==> config.mk <==
export PLATFORM = sky130hd
export DESIGN_NAME = rf_wb_arbiter_flat
export DESIGN_NICKNAME = d
export VERILOG_FILES = /design/src/rtl/rf_pkg.sv /design/src/rtl/rf_wb_arbiter_if.sv /design/src/rtl/rf_scoreboard.sv /design/src/rtl/rf_wb_arbiter.sv /design/src/flat_wrapper.sv
export SDC_FILE = /design/constraint.sdc
export NUM_CORES = 1
export LEC_CHECK = 0
export BUFFER_PORTS_ARGS = -buffer_cell sky130_fd_sc_hd__buf_2
export CORE_MARGIN = 1.5
export CORE_UTILIZATION = 40
export DETAILED_ROUTE_END_ITERATION = 10
export MAX_ROUTING_LAYER = met4
export PLACE_DENSITY = 0.73
export SLEW_MARGIN = 20
export SYNTH_ARGS = -nofsm -noshare
export SYNTH_HDL_FRONTEND = slang
export SYNTH_SLANG_ARGS = --single-unit
==> constraint.sdc <==
create_clock -name clk -period 2 [get_ports clk]
set_clock_uncertainty 0.1 [all_clocks]
set_input_delay 0.2 -clock clk [delete_from_list [all_inputs] [get_ports clk]]
set_output_delay 0.2 -clock clk [all_outputs]
set_load 0.05 [all_outputs]
==> src/rtl/rf_pkg.sv <==
// rf_pkg: shared register-file constants, write-back source enum and index decode helper.
package rf_pkg;
   localparam int REG_CNT = 32;
   localparam int REG_IDW = 5;
   typedef enum logic {WB_ALU, WB_LD} wb_src_t;
   function automatic logic [REG_CNT-1:0] onehot(input logic en, input logic [REG_IDW-1:0] idx);
      return en ? REG_CNT'(1) << idx : '0;
   endfunction
endpackage

==> src/rtl/rf_wb_arbiter_if.sv <==
// rf_wb_arbiter_if: write-back request channels, issue notification and register-file write port.
interface rf_wb_arbiter_if import rf_pkg::*; #(parameter int DWIDTH = 32);
   logic alu_valid, alu_ready, ld_valid, ld_ready, issue_valid, we;
   logic [REG_IDW-1:0] alu_rd, ld_rd, issue_rd, rdst_id;
   logic [DWIDTH-1:0] alu_data, ld_data, rdst;
   logic [REG_CNT-1:0] pending;
   modport master(
      output alu_valid, alu_rd, alu_data, ld_valid, ld_rd, ld_data, issue_valid, issue_rd,
      input alu_ready, ld_ready, we, rdst_id, rdst, pending
   );
   modport slave(
      input alu_valid, alu_rd, alu_data, ld_valid, ld_rd, ld_data, issue_valid, issue_rd,
      output alu_ready, ld_ready, we, rdst_id, rdst, pending
   );
endinterface

==> src/rtl/rf_scoreboard.sv <==
// rf_scoreboard: pending-write bitmap; a set and clear of the same index resolves to set, bit 0 never set.
module rf_scoreboard import rf_pkg::*; (
   input  logic               clk,
   input  logic               rst,
   input  logic               set_en_i,
   input  logic [REG_IDW-1:0] set_idx_i,
   input  logic               clr_en_i,
   input  logic [REG_IDW-1:0] clr_idx_i,
   output logic [REG_CNT-1:0] pending_o
);
   logic [REG_CNT-1:0] pending_q, pending_d;
   always_comb begin
      pending_d = (pending_q & ~onehot(clr_en_i, clr_idx_i)) | onehot(set_en_i, set_idx_i);
      pending_d[0] = 1'b0;
   end
   always_ff @(posedge clk) begin
      if (rst) pending_q <= '0;
      else pending_q <= pending_d;
   end
   assign pending_o = pending_q;
endmodule

==> src/rtl/rf_wb_arbiter.sv <==
// rf_wb_arbiter: arbitrates ALU and load write-backs onto the register-file port and tracks pending writes.
// RF_WB_ARB_RR_EN selects round-robin on conflict; otherwise load has fixed priority.
module rf_wb_arbiter import rf_pkg::*; #(parameter int DWIDTH = 32) (
   input logic clk,
   input logic rst,
   rf_wb_arbiter_if.slave bus
);
   wb_src_t win;
   logic hs, we_q, we_d;
   logic [REG_IDW-1:0] sel_rd, rdst_id_q, rdst_id_d;
   logic [DWIDTH-1:0] sel_data, rdst_q, rdst_d;
`ifdef RF_WB_ARB_RR_EN
   wb_src_t last_q;
   logic conflict;
   assign conflict = bus.alu_valid & bus.ld_valid;
   assign win = conflict ? (last_q == WB_ALU ? WB_LD : WB_ALU) : (bus.ld_valid ? WB_LD : WB_ALU);
   always_ff @(posedge clk) begin
      if (rst) last_q <= WB_ALU;
      else if (conflict) last_q <= win;
   end
`else
   assign win = bus.ld_valid ? WB_LD : WB_ALU;
`endif
   assign bus.ld_ready  = bus.ld_valid & (win == WB_LD);
   assign bus.alu_ready = bus.alu_valid & (win == WB_ALU);
   assign hs = bus.alu_ready | bus.ld_ready;
   assign sel_rd = win == WB_LD ? bus.ld_rd : bus.alu_rd;
   assign sel_data = win == WB_LD ? bus.ld_data : bus.alu_data;
   // rd=0 requests are consumed but never raise we
   assign we_d = hs & (sel_rd != '0);
   assign rdst_id_d = hs ? sel_rd : rdst_id_q;
   assign rdst_d = hs ? sel_data : rdst_q;
   always_ff @(posedge clk) begin
      if (rst) begin
         we_q <= 1'b0;
         rdst_id_q <= '0;
         rdst_q <= '0;
      end else begin
         we_q <= we_d;
         rdst_id_q <= rdst_id_d;
         rdst_q <= rdst_d;
      end
   end
   assign bus.we = we_q;
   assign bus.rdst_id = rdst_id_q;
   assign bus.rdst = rdst_q;
   rf_scoreboard u_sb (
      .clk(clk),
      .rst(rst),
      .set_en_i(bus.issue_valid),
      .set_idx_i(bus.issue_rd),
      .clr_en_i(we_q),
      .clr_idx_i(rdst_id_q),
      .pending_o(bus.pending)
   );
endmodule

==> src/flat_wrapper.sv <==
// flat-port wrapper written by rule: the top's interface ports become plain ports
module rf_wb_arbiter_flat import rf_pkg::*;
#(parameter int DWIDTH = 32)
  (clk, rst, bus_alu_valid, bus_alu_rd, bus_alu_data, bus_ld_valid, bus_ld_rd, bus_ld_data, bus_issue_valid, bus_issue_rd, bus_alu_ready, bus_ld_ready, bus_we, bus_rdst_id, bus_rdst, bus_pending);
  rf_wb_arbiter_if #(.DWIDTH(DWIDTH)) bus_i ();
  input logic clk;
  input logic rst;
  input wire logic [$bits(bus_i.alu_valid)-1:0] bus_alu_valid;
  input wire logic [$bits(bus_i.alu_rd)-1:0] bus_alu_rd;
  input wire logic [$bits(bus_i.alu_data)-1:0] bus_alu_data;
  input wire logic [$bits(bus_i.ld_valid)-1:0] bus_ld_valid;
  input wire logic [$bits(bus_i.ld_rd)-1:0] bus_ld_rd;
  input wire logic [$bits(bus_i.ld_data)-1:0] bus_ld_data;
  input wire logic [$bits(bus_i.issue_valid)-1:0] bus_issue_valid;
  input wire logic [$bits(bus_i.issue_rd)-1:0] bus_issue_rd;
  output wire logic [$bits(bus_i.alu_ready)-1:0] bus_alu_ready;
  output wire logic [$bits(bus_i.ld_ready)-1:0] bus_ld_ready;
  output wire logic [$bits(bus_i.we)-1:0] bus_we;
  output wire logic [$bits(bus_i.rdst_id)-1:0] bus_rdst_id;
  output wire logic [$bits(bus_i.rdst)-1:0] bus_rdst;
  output wire logic [$bits(bus_i.pending)-1:0] bus_pending;
  assign bus_i.alu_valid = bus_alu_valid;
  assign bus_i.alu_rd = bus_alu_rd;
  assign bus_i.alu_data = bus_alu_data;
  assign bus_i.ld_valid = bus_ld_valid;
  assign bus_i.ld_rd = bus_ld_rd;
  assign bus_i.ld_data = bus_ld_data;
  assign bus_i.issue_valid = bus_issue_valid;
  assign bus_i.issue_rd = bus_issue_rd;
  assign bus_alu_ready = bus_i.alu_ready;
  assign bus_ld_ready = bus_i.ld_ready;
  assign bus_we = bus_i.we;
  assign bus_rdst_id = bus_i.rdst_id;
  assign bus_rdst = bus_i.rdst;
  assign bus_pending = bus_i.pending;
  rf_wb_arbiter #(.DWIDTH(DWIDTH)) u_core (.clk(clk), .rst(rst), .bus(bus_i));
endmodule
# ---- Yosys cells after proc, flatten, opt, wreduce, memory -nomap -nowiden
# Index checks and enable logic that the tools add are counted.
dict set report word_totals {
  reg_bits 70
  in_bits 84
  output_inout_bits 72
  word_cells 21
}
dict set report classes {
  shift 2
  muxes 5
  bitwise_logic 8
  n_reduce_logical 1
}
# op count
set ops {}
lappend ops {{32-bit 2-to-1 mux} 3}
lappend ops {{1-bit by 5-bit left shift with 32-bit output (first input constant)} 2}
lappend ops {{32-bit AND} 1}
lappend ops {{32-bit NOT} 1}
lappend ops {{32-bit OR} 1}
lappend ops {{5-bit 2-to-1 mux} 1}
lappend ops {{5-bit nonzero test} 1}
lappend ops {{1-bit AND} 3}
lappend ops {{1-bit 2-to-1 mux} 1}
lappend ops {{1-bit NOT} 1}
lappend ops {{1-bit OR} 1}

# ---- Depth between registers and ports, before layout
dict set report logic_depth {
  ltp_word 5
  ltp_mapped 5
}

# ---- Cells and area by module
# A second synthesis with hierarchy kept.
dict set report unflattened {
  hier_cells 316
  area_unflattened_um2 3154.3
}
# module instances cells_each area_per_inst_um2 seq_area_each_um2
set modules_own_cells {}
lappend modules_own_cells {rf_wb_arbiter 1 172 1826.8 760.7}
lappend modules_own_cells {rf_scoreboard 1 144 1327.5 620.6}

# ---- Worst setup path before layout
# No wires, ideal clock.
dict set report synth_timing {
  kind {reg-to-reg}
  start {register u_core.rdst_id_q[1] (netlist: u_core.bus.rdst_id[1])}
  end {register u_core.u_sb.pending_q[26] (netlist: u_core.u_sb.pending_o[26])}
  setup_ns 0.121
  arrival_ns 1.353
  path_slack_ns 0.425
  stages_incl_launch_ff 4
  path_buffers 0
  period_less_slack_ns 1.575
  path_cell_list {dfxtp_1 -> or3b_1 -> o21ai_1 -> o21ai_1}
}
dict set report synth_between {
  elab_chain_len 5
}
# element line
set synth_rtl {}
lappend synth_rtl {{from (decl)} rf_wb_arbiter.sv:10} ;# logic [REG_IDW-1:0] sel_rd, rdst_id_q, rdst_id_d;
lappend synth_rtl {{from (signal assigned)} rf_wb_arbiter.sv:40} ;# rdst_id_q <= rdst_id_d;
lappend synth_rtl {{1-bit by 5-bit left shift with 32-bit output} rf_pkg.sv:7} ;# return en ? REG_CNT'(1) << idx : '0;
lappend synth_rtl {{32-bit 2-to-1 mux} rf_pkg.sv:7}
lappend synth_rtl {{32-bit NOT} rf_scoreboard.sv:13} ;# pending_d = (pending_q & ~onehot(clr_en_i, clr_idx_i)) | onehot(set_en_i, set_idx_i);
lappend synth_rtl {{32-bit AND} rf_scoreboard.sv:13}
lappend synth_rtl {{32-bit OR} rf_scoreboard.sv:13}
lappend synth_rtl {{to (signal assigned)} rf_scoreboard.sv:18} ;# else pending_q <= pending_d;
lappend synth_rtl {{to (decl)} rf_scoreboard.sv:11} ;# logic [REG_CNT-1:0] pending_q, pending_d;
# Every way passes these cells.
# A chain may end at the register's enable or synchronous reset.

# ---- Worst setup path after layout
dict set report layout_timing {
  start {register u_core.rdst_id_q[0] (netlist: u_core.bus.rdst_id[0])}
  end {output port bus_rdst_id[0]}
}
# element line
set layout_lines {}
lappend layout_lines {{to (decl)} flat_wrapper.sv:19} ;# output wire logic [$bits(bus_i.rdst_id)-1:0] bus_rdst_id;
# No word-level cell between the ends.

==> key figures <==
Synth
  • Syn avg cell area: 9.50 um2
  • Post-Syn Area: 3160 um2
  • Synth Register Bits: 69
  • Synth top area share: 0.438
  • Yosys top cell by area: dfxtp_1
  • Post-Syn Instances: 332
  • Net Count, Synth: 416
  • Warnings from Yosys: 0
  • Synth top area cells: dfxtp_1 (44%), mux2_2 (13%), mux2i_1 (11%)
  • Seq/Total Area, Yosys: 0.438
  • Yosys cell types: 26

Clock network
  • Setup Buffers After CTS: 0
  • Clock insertion delay at the later pin of the skew report: 0.33 ns
  • Worst-path clk slew: 0.07 ns
  • H-tree Lvls: 3
  • Post-cts repair resize count: 0
  • Clock buffer depth: 2
  • TritonCTS Buffers: 9
  • Root buffer cell: clkbuf_8
  • Hold buffers post-CTS: 14
  • CTS tree: built
  • TritonCTS sink count: 69

Floorplanning
  • Io pins: 156
  • Die Ht: 91.8 um
  • Starting Density: 0.410
  • Die area: 8430 um2
  • # rows: 32
  • Core box area: 7690 um2
  • Die width: 91.8 um

Critical path
  • Critical Path Start Type: flip-flop
  • Crit-path max FO: 10
  • Worst endpoint required time: 1.70 ns
  • Delay-heaviest family, CP: flip-flops
  • CP Capture Type: output port
  • CP arrival: 1.20 ns
  • Crit-path max cell delay: 0.53 ns
  • WP buf/inv: 1
  • Critical path, cell by cell: buf_2
  • Category of the most critical setup path: reg -> out
  • Slowest cell on crit path: dfxtp_1

Final layout
  • Util after Layout: 0.561
  • Fraction of layout cells with a size suffix above 1: 0.419
  • Commonest non-fill, non-tap cells in the layout: buf_2 (154), dfxtp_1 (69), nor2_1 (40)
  • Most common cell after layout, fill and taps aside: buf_2
  • Post-Layout Inst Area: 4310 um2
  • Layout area overhead: 36.6%
  • Final cell count without fillers: 601
  • Final nets: 578
  • Filler cell count: 720
  • N_diodes: 0

Pwr
  • Worst vdd ir: 0.430 mV
  • Int Pwr: 0.00217 W
  • Combinational share of power: 0.217
  • Cell Pwr Density: 736 nW/um2
  • Switching Share: 0.316
  • Reg power frac: 0.467
  • Clk pwr share: 0.316
  • Leakage: 2.09 nW
  • Sw Pwr: 0.00100 W

Global routing
  • Grt total ovfl: 0
  • Vias in the first global route: 2857
  • First-pass GRT wire length: 13.6 mm
  • Tot GR Track Use: 0.209
  • Initial antenna violation count: 0
  • Largest net degree at the start of global routing: 39

Drt
  • Residual DRC count: 0
  • Initial drt markers: 90
  • Overall routed net length: 8.48 mm
  • Wirelength per Cell: 14.1 um
  • Via-to-Cell Ratio: 4.93
  • Detail Route Antenna Nets: 0
  • Drt first pass iters: 4
  • Vias: 2963

Run
  • Max Cap Viol: 0

Timing
  • Fin. max-slew vios: 0
  • Setup-failing EPs final: 0
  • RSZ-0062 raised after global routing: no
  • Slew of the pin with the lowest slew margin: 0.577 ns
  • Rel. slew slack: 0.615
  • Fmax achieved: 0.669 GHz
  • Final worst-path cycle share: 0.748
  • Final hold vios: 0
  • Fin Setup TNS: 0 ns
  • Min Tclk post-route: 1.50 ns

Placed design
  • Cells after DPL: 571
  • DP HPWL: 6.04 mm
  • I/O Buffers: 154
  • GP Congestion: 0.919
  • Cell area after placement: 3990 um2

Outcome
  • Outcome: complete, no violations

Min path
  • HP Class: in -> reg
layer usage:
metal  part of all wire  GRT usage
met5                  0          -
met4              0.011     0.0705
met3              0.066     0.0439
met2               0.48      0.340
met1               0.44      0.258
cell usage after synthesis, drive strengths merged:
library cell / count
or3b: 5
nor2b: 31
nor2: 40
o21ai: 63
conb: 1
nand4: 1
nand3: 6
buf: 17
o32ai: 1
a21o: 1
nand3b: 6
nand2b: 1
a211oi: 2
nor3: 1
nor4: 1
mux2i: 35
nand2: 4
and2b: 6
or3: 2
dfxtp: 69
clkbuf: 3
mux2: 36
through the flow:
stage               hold slack, ns  worst slack (ns)  power (W)
floorplan                    0.247             0.425    0.00198
global placement             0.332             0.485    0.00216
detailed placement           0.342             0.455    0.00218
CTS                       0.000477             0.514    0.00319
global route                0.0128             0.434    0.00332
finish                     0.00868             0.505    0.00317
state kept, by name, summed over array words and instances, names as in the netlist:
name                   flops
u_core.bus.rdst           32
u_core.bus.rdst_id         5
u_core.bus.we              1
u_core.u_sb.pending_o     31
cell type report:
type | instances | area (um2) | area share
Multi-Input combinational cell | 243 | 1670 | 0.386
Clock inverter | 6 | 38.8 | 0.00900
Sequential cell | 69 | 1380 | 0.321
Timing Repair Buffer | 171 | 958 | 0.222
Tap cell | 102 | 128 | 0.0296
Clock buffer | 10 | 138 | 0.0319
cell families (layout without fill, tap and decap cells):
group	Yosys count	after routing	share of synthesized area
other	1	1	0.00119
and+or+nand+nor	104	104	0.177
buffers and inverters	20	187	0.0345
DFF	69	69	0.438
muxes	71	71	0.239
AOI/OAI and AO/OA	67	67	0.110
power groups by stage:
stage	Sequential (W)	Clock [W]	Combinational, W
final	0.00148	0.00100	0.000687
after global routing	0.00149	0.00110	0.000732
after CTS	0.00148	0.00102	0.000688
after detailed placement	0.00151	0	0.000665
after global placement	0.00151	0	0.000655
after floorplan	0.00172	0	0.000252
final timing paths:
check	slack, ns	depth (start not counted)	start	end
max	0.50	1	u_core.bus.rdst_id[0]	bus_rdst_id[0]
min	0.009	3	bus_ld_data[3]	u_core.bus.rdst[3]
max reg2reg	0.52	3	u_core.bus.rdst_id[1]	u_core.u_sb.pending_o[18]
min reg2reg	0.49	3	u_core.u_sb.pending_o[12]	u_core.u_sb.pending_o[12]
No activity file was read; power rests on OpenSTA's default activity.
